[src/rtl/exec_controller.sv]
// ============================================================================
// Module      : exec_controller
// Description : Fetch-stage sequencer for program load, run, single-step and
//               HALT drain. Optional breakpoint: EXEC_CTRL_BREAKPOINT_EN.
// Revision    : 1.0 - initial release
// ============================================================================
`default_nettype none

module exec_controller #(
  parameter int                   PC_W         = 8,
  parameter int                   INSTR_W      = 32,
  parameter logic [INSTR_W-1:0]   HALT_INSTR   = INSTR_W'(32'hFFFF_FFFF),
  parameter int                   DRAIN_CYCLES = 4
) (
  input  logic               clk,
  input  logic               reset,
  input  logic               cmd_valid,
  input  logic [1:0]         cmd,
  output logic               cmd_ready,
  input  logic               load_valid,
  input  logic [INSTR_W-1:0] load_data,
  output logic               load_ready,
  input  logic [INSTR_W-1:0] if_instr,
  output logic               clk_en,
  output logic               write_en,
  output logic               imem_we,
  output logic [PC_W-1:0]    imem_waddr,
  output logic [INSTR_W-1:0] imem_wdata,
  output logic               busy,
  output logic               halted,
`ifdef EXEC_CTRL_BREAKPOINT_EN
  input  logic [PC_W-1:0]    pc,
  input  logic [PC_W-1:0]    bp_pc,
  input  logic               bp_en,
  output logic               bp_hit,
`endif
  output logic [15:0]        cycle_count
);

  localparam logic [1:0] c_CMD_LOAD  = 2'b00;
  localparam logic [1:0] c_CMD_RUN   = 2'b01;
  localparam logic [1:0] c_CMD_STEP  = 2'b10;
  localparam logic [1:0] c_CMD_ABORT = 2'b11;

  localparam int c_DRAIN_W = (DRAIN_CYCLES < 1) ? 1 : $clog2(DRAIN_CYCLES + 1);
  localparam logic [c_DRAIN_W-1:0] c_DRAIN_LOAD = c_DRAIN_W'(DRAIN_CYCLES);
  localparam logic [c_DRAIN_W-1:0] c_DRAIN_ONE  = c_DRAIN_W'(1);

  typedef enum logic [2:0] {
    S_IDLE   = 3'd0,
    S_LOAD   = 3'd1,
    S_RUN    = 3'd2,
    S_STEP   = 3'd3,
    S_DRAIN  = 3'd4,
    S_HALTED = 3'd5
  } state_t;

  state_t                 r_state;
  state_t                 w_next_state;
  logic [PC_W-1:0]        r_ptr;
  logic [PC_W-1:0]        w_ptr_next;
  logic [c_DRAIN_W-1:0]   r_drain_cnt;
  logic [c_DRAIN_W-1:0]   w_drain_next;
  logic                   w_beat;
  logic                   w_cmd_acc;
  logic                   w_halt_fetch;
  logic                   w_bp_hit;

  assign w_cmd_acc    = cmd_valid && cmd_ready;
  assign w_halt_fetch = clk_en && (if_instr == HALT_INSTR);

  always_comb begin
    w_next_state = r_state;
    w_ptr_next   = r_ptr;
    w_drain_next = r_drain_cnt;
    w_beat       = 1'b0;
    w_bp_hit     = 1'b0;
    case (r_state)
      S_IDLE: begin
        if (w_cmd_acc) begin
          case (cmd)
            c_CMD_LOAD: w_next_state = S_LOAD;
            c_CMD_RUN:  w_next_state = S_RUN;
            c_CMD_STEP: w_next_state = S_STEP;
            default:    w_next_state = S_IDLE;
          endcase
        end
      end
      S_LOAD: begin
        if (load_valid) begin
          w_beat     = 1'b1;
          w_ptr_next = r_ptr + PC_W'(1);
          // Top address ends the load rather than wrapping onto address 0.
          if (load_data == HALT_INSTR || r_ptr == '1) w_next_state = S_IDLE;
        end
      end
      S_RUN, S_STEP: begin
        if (w_halt_fetch) begin
          w_next_state = (DRAIN_CYCLES == 0) ? S_HALTED : S_DRAIN;
          w_drain_next = c_DRAIN_LOAD;
        end else if (r_state == S_STEP) begin
          w_next_state = S_IDLE;
`ifdef EXEC_CTRL_BREAKPOINT_EN
        end else if (bp_en && pc == bp_pc && clk_en) begin
          w_next_state = S_IDLE;
          w_bp_hit     = 1'b1;
`endif
        end else if (w_cmd_acc && cmd == c_CMD_ABORT) begin
          w_next_state = S_IDLE;
        end
      end
      S_DRAIN: begin
        // Only held here while count > 0, so clk_en stays high throughout.
        if (r_drain_cnt <= c_DRAIN_ONE) w_next_state = S_HALTED;
        if (r_drain_cnt != '0) w_drain_next = r_drain_cnt - c_DRAIN_ONE;
      end
      S_HALTED: begin
        if (w_cmd_acc && cmd == c_CMD_LOAD)  w_next_state = S_LOAD;
        if (w_cmd_acc && cmd == c_CMD_ABORT) w_next_state = S_IDLE;
      end
      default: w_next_state = S_IDLE;
    endcase
    if (w_next_state == S_LOAD && r_state != S_LOAD) w_ptr_next = '0;
  end

  // Outputs are registered from the next state so they line up with r_state.
  always_ff @(posedge clk) begin
    if (reset) begin
      r_state     <= S_IDLE;
      r_ptr       <= '0;
      r_drain_cnt <= '0;
      cmd_ready   <= 1'b0;
      load_ready  <= 1'b0;
      clk_en      <= 1'b0;
      write_en    <= 1'b0;
      imem_we     <= 1'b0;
      imem_waddr  <= '0;
      imem_wdata  <= '0;
      busy        <= 1'b0;
      halted      <= 1'b0;
      cycle_count <= '0;
`ifdef EXEC_CTRL_BREAKPOINT_EN
      bp_hit      <= 1'b0;
`endif
    end else begin
      r_state     <= w_next_state;
      r_ptr       <= w_ptr_next;
      r_drain_cnt <= w_drain_next;
      cmd_ready   <= (w_next_state == S_IDLE) || (w_next_state == S_HALTED) ||
                     (w_next_state == S_RUN);
      load_ready  <= (w_next_state == S_LOAD);
      write_en    <= (w_next_state == S_LOAD);
      clk_en      <= (w_next_state == S_RUN) || (w_next_state == S_STEP) ||
                     (w_next_state == S_DRAIN);
      busy        <= !((w_next_state == S_IDLE) || (w_next_state == S_HALTED));
      halted      <= (w_next_state == S_HALTED);
      imem_we     <= w_beat;
      if (w_beat) begin
        imem_waddr <= r_ptr;
        imem_wdata <= load_data;
      end
      if (w_next_state == S_LOAD)
        cycle_count <= '0;
      else if (clk_en && cycle_count != 16'hFFFF)
        cycle_count <= cycle_count + 16'd1;
`ifdef EXEC_CTRL_BREAKPOINT_EN
      bp_hit      <= w_bp_hit;
`endif
    end
  end

`ifndef EXEC_CTRL_BREAKPOINT_EN
  logic w_unused;
  assign w_unused = w_bp_hit;
`endif

endmodule

`default_nettype wire
[config.mk]
export PLATFORM = sky130hd
export DESIGN_NAME = exec_controller
export DESIGN_NICKNAME = d
export VERILOG_FILES = /design/src/rtl/exec_controller.sv
export SDC_FILE = /design/constraint.sdc
export NUM_CORES = 1
export LEC_CHECK = 0
export BUFFER_PORTS_ARGS = -buffer_cell sky130_fd_sc_hd__clkbuf_2
export CORE_MARGIN = 4
export CORE_UTILIZATION = 30
export CTS_CLUSTER_DIAMETER = 80
export DETAILED_ROUTE_END_ITERATION = 16
export HOLD_SLACK_MARGIN = 0.03
export PLACE_DENSITY = 0.52
export SETUP_SLACK_MARGIN = 0.05
export SYNTH_ARGS = -nofsm -noshare
export SYNTH_HDL_FRONTEND = slang
export SYNTH_SLANG_ARGS = --single-unit
[constraint.sdc]
create_clock -name clk -period 2.3 [get_ports clk]
set_input_delay 0.46 -clock clk [delete_from_list [all_inputs] [get_ports clk]]
set_output_delay 0.46 -clock clk [all_outputs]
set_load 0.01 [all_outputs]
# Word level (Yosys, flattened, before mapping)
# Cells that the tools add are included.
dict set report word_totals {
  reg_bits 76
  in_bits 70
  out_inout_bits 63
  word_cells 74
}
dict set report op_classes {
  n_addsub 3
  n_lt_le_gt_ge 1
  eq_ne 20
  n_mux 16
  reduce_logical 22
}
# operator count
set ops {}
lappend ops {{$eq 32x32->1 const B} 2}
lappend ops {{$mux 3} 11}
lappend ops {{$add 16x1->16 const B} 1}
lappend ops {{$ne 16x16->1 const B} 1}
lappend ops {{$pmux 3 s5} 1}
lappend ops {{$eq 3x2->1 const B} 4}
lappend ops {{$eq 3x3->1 const B} 4}
lappend ops {{$add 8x1->8 const B} 1}
lappend ops {{$eq 8x8->1 const B} 1}
lappend ops {{$eq 3x1->1 const B} 2}
lappend ops {{$logic_and 1x1->1} 6}
lappend ops {{$logic_not 3->1} 2}
lappend ops {{$pmux 2 s3} 1}
lappend ops {{$pmux 3 s2} 1}
lappend ops {{$reduce_or 2->1} 3}
lappend ops {{$logic_or 1x1->1} 5}
lappend ops {{$eq 2x2->1 const B} 2}
lappend ops {{$ne 2x2->1 const B} 2}
lappend ops {{$le 3x1->1 const B} 1}
lappend ops {{$ne 3x1->1 const B} 1}
lappend ops {{$reduce_and 3->1} 1}
lappend ops {{$reduce_bool 3->1} 1}
lappend ops {{$sub 3x1->3 const B} 1}
lappend ops {{$eq 2x1->1 const B} 1}
lappend ops {{other kinds (5)} 6}

# Longest topological paths before layout
dict set report depth {
  depth_word 9
  ltp_mapped 8
  mapped_depth_nobuf 7
}

# Least setup slack after synthesis
# OpenSTA, ideal clock, no wires.
dict set report synth_timing {
  path_kind {input port to flip-flop}
  start {input if_instr[16]}
  end {register cycle_count[12]}
  setup_ns 0.117
  t_arrival_ns 1.850
  t_required_ns 2.183
  path_slack_ns 0.334
  path_stages 7
  path_buffers 1
  path_cell_list {nand4_1 > nor4_2 > nand4_1 > a22o_2 > o31ai_4 > buf_6 > nor2_2}
}
dict set report synth_via {
  elab_chain_len 6
}
# item line_no
set synth_lines {}
lappend synth_lines {{start: declaration} 23} ;# input logic [INSTR_W-1:0] if_instr,
lappend synth_lines {{$eq 32x32->1} 70} ;# assign w_halt_fetch = clk_en && (if_instr == HALT_INSTR);
lappend synth_lines {{$logic_and 1x1->1} 70}
lappend synth_lines {{$mux 3} 98} ;# if (w_halt_fetch) begin
lappend synth_lines {{$pmux 3 s5} 78} ;# case (r_state)
lappend synth_lines {{$eq 3x1->1} 162} ;# if (w_next_state == S_LOAD)
lappend synth_lines {{$reduce_or 2->1 (no line)} -}
lappend synth_lines {{end signal: assignment} 165} ;# cycle_count <= cycle_count + 16'd1;
lappend synth_lines {{end: declaration} 37} ;# output logic [15:0] cycle_count
# No other way between the ends.
# A chain may end at the register's enable or synchronous reset.

# Final worst setup path
dict set report layout_timing {
  start {register r_state[0]}
  end {register cycle_count[5]}
}
dict set report layout_via {
  elab_chain_len 6
  elab_cells_between_ends 19
  cone_classes {6 x eq/ne; 10 x mux; 3 x reduce/logical}
}
# item line_no
set layout_lines {}
lappend layout_lines {{start: declaration} 58} ;# state_t r_state;
lappend layout_lines {{start signal: assignment} 146} ;# r_state <= w_next_state;
lappend layout_lines {{$eq 3x2->1 or $mux 3 (tied branches)} {78, 101, 108}}
lappend layout_lines {{$mux 3} 101} ;# end else if (r_state == S_STEP) begin
lappend layout_lines {{$mux 3} 98}
lappend layout_lines {{$pmux 3 s5 *} 78}
lappend layout_lines {{$eq 3x1->1 *} 162}
lappend layout_lines {{$reduce_or 2->1 (no line) *} -}
# Mark *: on every way between the ends. The rest lies on a longest branch, timed or not.

==> reports/metrics.cfg <==
[detailed_routing]
avgRoutedWirePerCell_um=12.9
vias=3171
route.detailed.drc=0
drtIter0Drc=133
firstDrtPassIters=4
viasPerCell=4.66
postRouteWirelength_mm=8.78
drtAntennaViolNets=0

[critical_path]
critPathKind=register to register
cp_data_required_time_ns=2.52
rr_worst_depth=7
worstSetupStartpointType=register
crit_path_end_kind=register
arrival_ns=2.26
path_max_fanout=16

[global_route]
overflow=0
grt_max_degree=43
track_usage_pct=13.4
grt_pass1_vias=2968
antenna_found_initial=0
grt_pass1_wl_mm=14.3

[layout]
num_antenna_cells=0
layout-drive-gt1-share_pct=35.9
layout.cells.non_filler=680
fin_util_pct=40.9
multi_input_area_sq_um=1710
nets=613
num-fill-cells=1126
fin_area_sq_um=4450
seq_area_sq_um=1520
syn_to_final_growth_pct=33.0

[floorplan]
design.die.area_sq_um=12900
core_area_sq_um=10900
start_util_pct=30.7
die_width_um=114
rows=38
io_pins=133
die_h_um=114

[flow_run]
cap_violations=0

[logic_synthesis]
synthTopCellsByArea=dfxtp_1, nand2_1, a21oi_1
synth_edf_count=0
async_flop_share_pct=0
syn_nets=474
ys_seq_area_share_pct=45.5
synth_cell_type_count=47
synth_flop_cell=dfxtp_1
synth_area_sq_um=3340
ys.warnings.count=0
ys_ff_latch=76
synth_common_cells=nand2_1, dfxtp_1, a21oi_1
yosys.cell_count.top_type=nand2_1
synth_area_leader_cell=dfxtp_1
syn_inst=396
syn_avg_cell_area_sq_um=8.45
synth_top_area_share_pct=45.5

[sta]
setup_violations=0
tightest_slew_ns=0.788
hold_violations=0
max_freq_mhz=490
rsz0062_at_grt=no
period_minus_slack_ns=2.04
slew_headroom_pct=47.5
timing.final.crit_share_pct=88.7
holdWs_ns=0.347
clock_skew_ns=0.00817
drv_slew=0
setup_tns_ns=0
fin_ws_ns=0.260

[placement]
dp.cells=661
hpwl_mm=6.74
pre_cts_ws_ns=0.00599
place_congestion=0.788
port_buffers=132
placed_area_sq_um=4190

[clock_network]
cts_tree=done
root_buffer=clkbuf_8
cts_buffer_depth=2
clk_pin_slew_ns=0.08
clk-insertion-delay-late_ns=0.34
cts-htree-levels=3
cts_buffers=9
clkSinkCount=76

[hold_path]
hold-path-cell-count=3
hp-class=primary input to register

[pwr]
power_leakage_nw=1.84
p_total_mw=2.88
peakVddDrop_uv=291
power_density_nw_per_um2=648

[run_status]
outcome=finished, final reports clean

-- metal layers --
metal / share of wire [%] / GRT usage, % / wire length, um
met5: 0 / 0 / 0
met4: 1.5 / 4.81 / 133
met3: 4.7 / 2.07 / 417
met2: 48 / 22.6 / 4250
met1: 45 / 17.4 / 3980
-- kinds of logic after synthesis --
family          share of synthesized area, %
simple gates                            29.6
fa+ha+maj                               2.99
buf+inv                                 3.70
compound gates                          13.4
flops                                   45.5
xor+xnor                                4.45
mux                                    0.299
-- critical path: stages (launching register included) --
cell and delay, ns:
dfxtp_1 0.43, or3b_4 0.42, a211oi_2 0.31, nor4_4 0.08, buf_4 0.16, o31ai_4 0.27
buf_12 0.19, nor3_1 0.06
-- layout make-up --
type | count | share of cell area, %
Timing Repair Buffer | 147 | 17.7
Clock buffer | 11 | 3.18
Sequential cell | 76 | 34.2
Multi-Input combinational cell | 294 | 38.5
Clock inverter | 5 | 1.88
Tap cell | 140 | 3.94
Inverter | 7 | 0.591
-- layout by cell type (no fill, tap or decap), types with 2 or more instances in the layout --
| cell type | synthesis | routed |
|---|---|---|
| a211oi_1 | 4 | 4 |
| a211oi_2 | 4 | 4 |
| a21oi_1 | 50 | 50 |
| a31oi_1 | 2 | 2 |
| and3_1 | 4 | 4 |
| and3_2 | 2 | 2 |
| and4_1 | 2 | 2 |
| buf_4 | 1 | 14 |
| bufinv_16 | 0 | 2 |
| clkbuf_2 | 0 | 132 |
| clkbuf_8 | 0 | 10 |
| clkinvlp_4 | 0 | 2 |
| dfxtp_1 | 76 | 75 |
| ha_1 | 8 | 8 |
| inv_1 | 7 | 7 |
| nand2_1 | 97 | 97 |
| nand3_1 | 11 | 11 |
| nand4_1 | 23 | 23 |
| nor2_1 | 22 | 22 |
| nor2_2 | 10 | 10 |
| nor3_1 | 4 | 4 |
| nor3b_1 | 2 | 2 |
| nor4_1 | 4 | 4 |
| nor4_2 | 3 | 2 |
| nor4_4 | 1 | 2 |
| o21ai_0 | 4 | 4 |
| xnor2_1 | 8 | 8 |
| xor2_1 | 9 | 9 |
-- where the power goes --
part	switching, mW	leakage (nW)	internal (mW)
Combinational	0.197	1.12	0.159
Clock	0.503	0.106	0.645
Sequential	0.0267	0.614	1.35
Total	0.727	1.84	2.15
-- worst paths after layout --
kind / slack, ns / end / start
setup / recovery: 0.26 / cycle_count[5]$_SDFFE_PP0P_ / r_state[0]$_SDFF_PP0_
hold / removal: 0.35 / imem_wdata[19]$_SDFFE_PP0P_ / load_data[19]
setup reg to reg: 0.26 / cycle_count[5]$_SDFFE_PP0P_ / r_state[0]$_SDFF_PP0_
hold reg to reg: 0.46 / imem_wdata[19]$_SDFFE_PP0P_ / imem_wdata[19]$_SDFFE_PP0P_
-- state kept, by name (all words and copies together), names as in the netlist --
signal       flops
cmd_ready        1
busy             1
r_drain_cnt      3
imem_we          1
r_state          3
imem_wdata      32
write_en         1
halted           1
imem_waddr       8
r_ptr            8
cycle_count     16
clk_en           1
-- what timing repair did --
action                     CTS  global route
gates resized for setup      0             3
setup endpoints to repair    0            20
buffers inserted             0             3
hold buffers                 0             0
No activity file was read; power rests on OpenSTA's default activity.
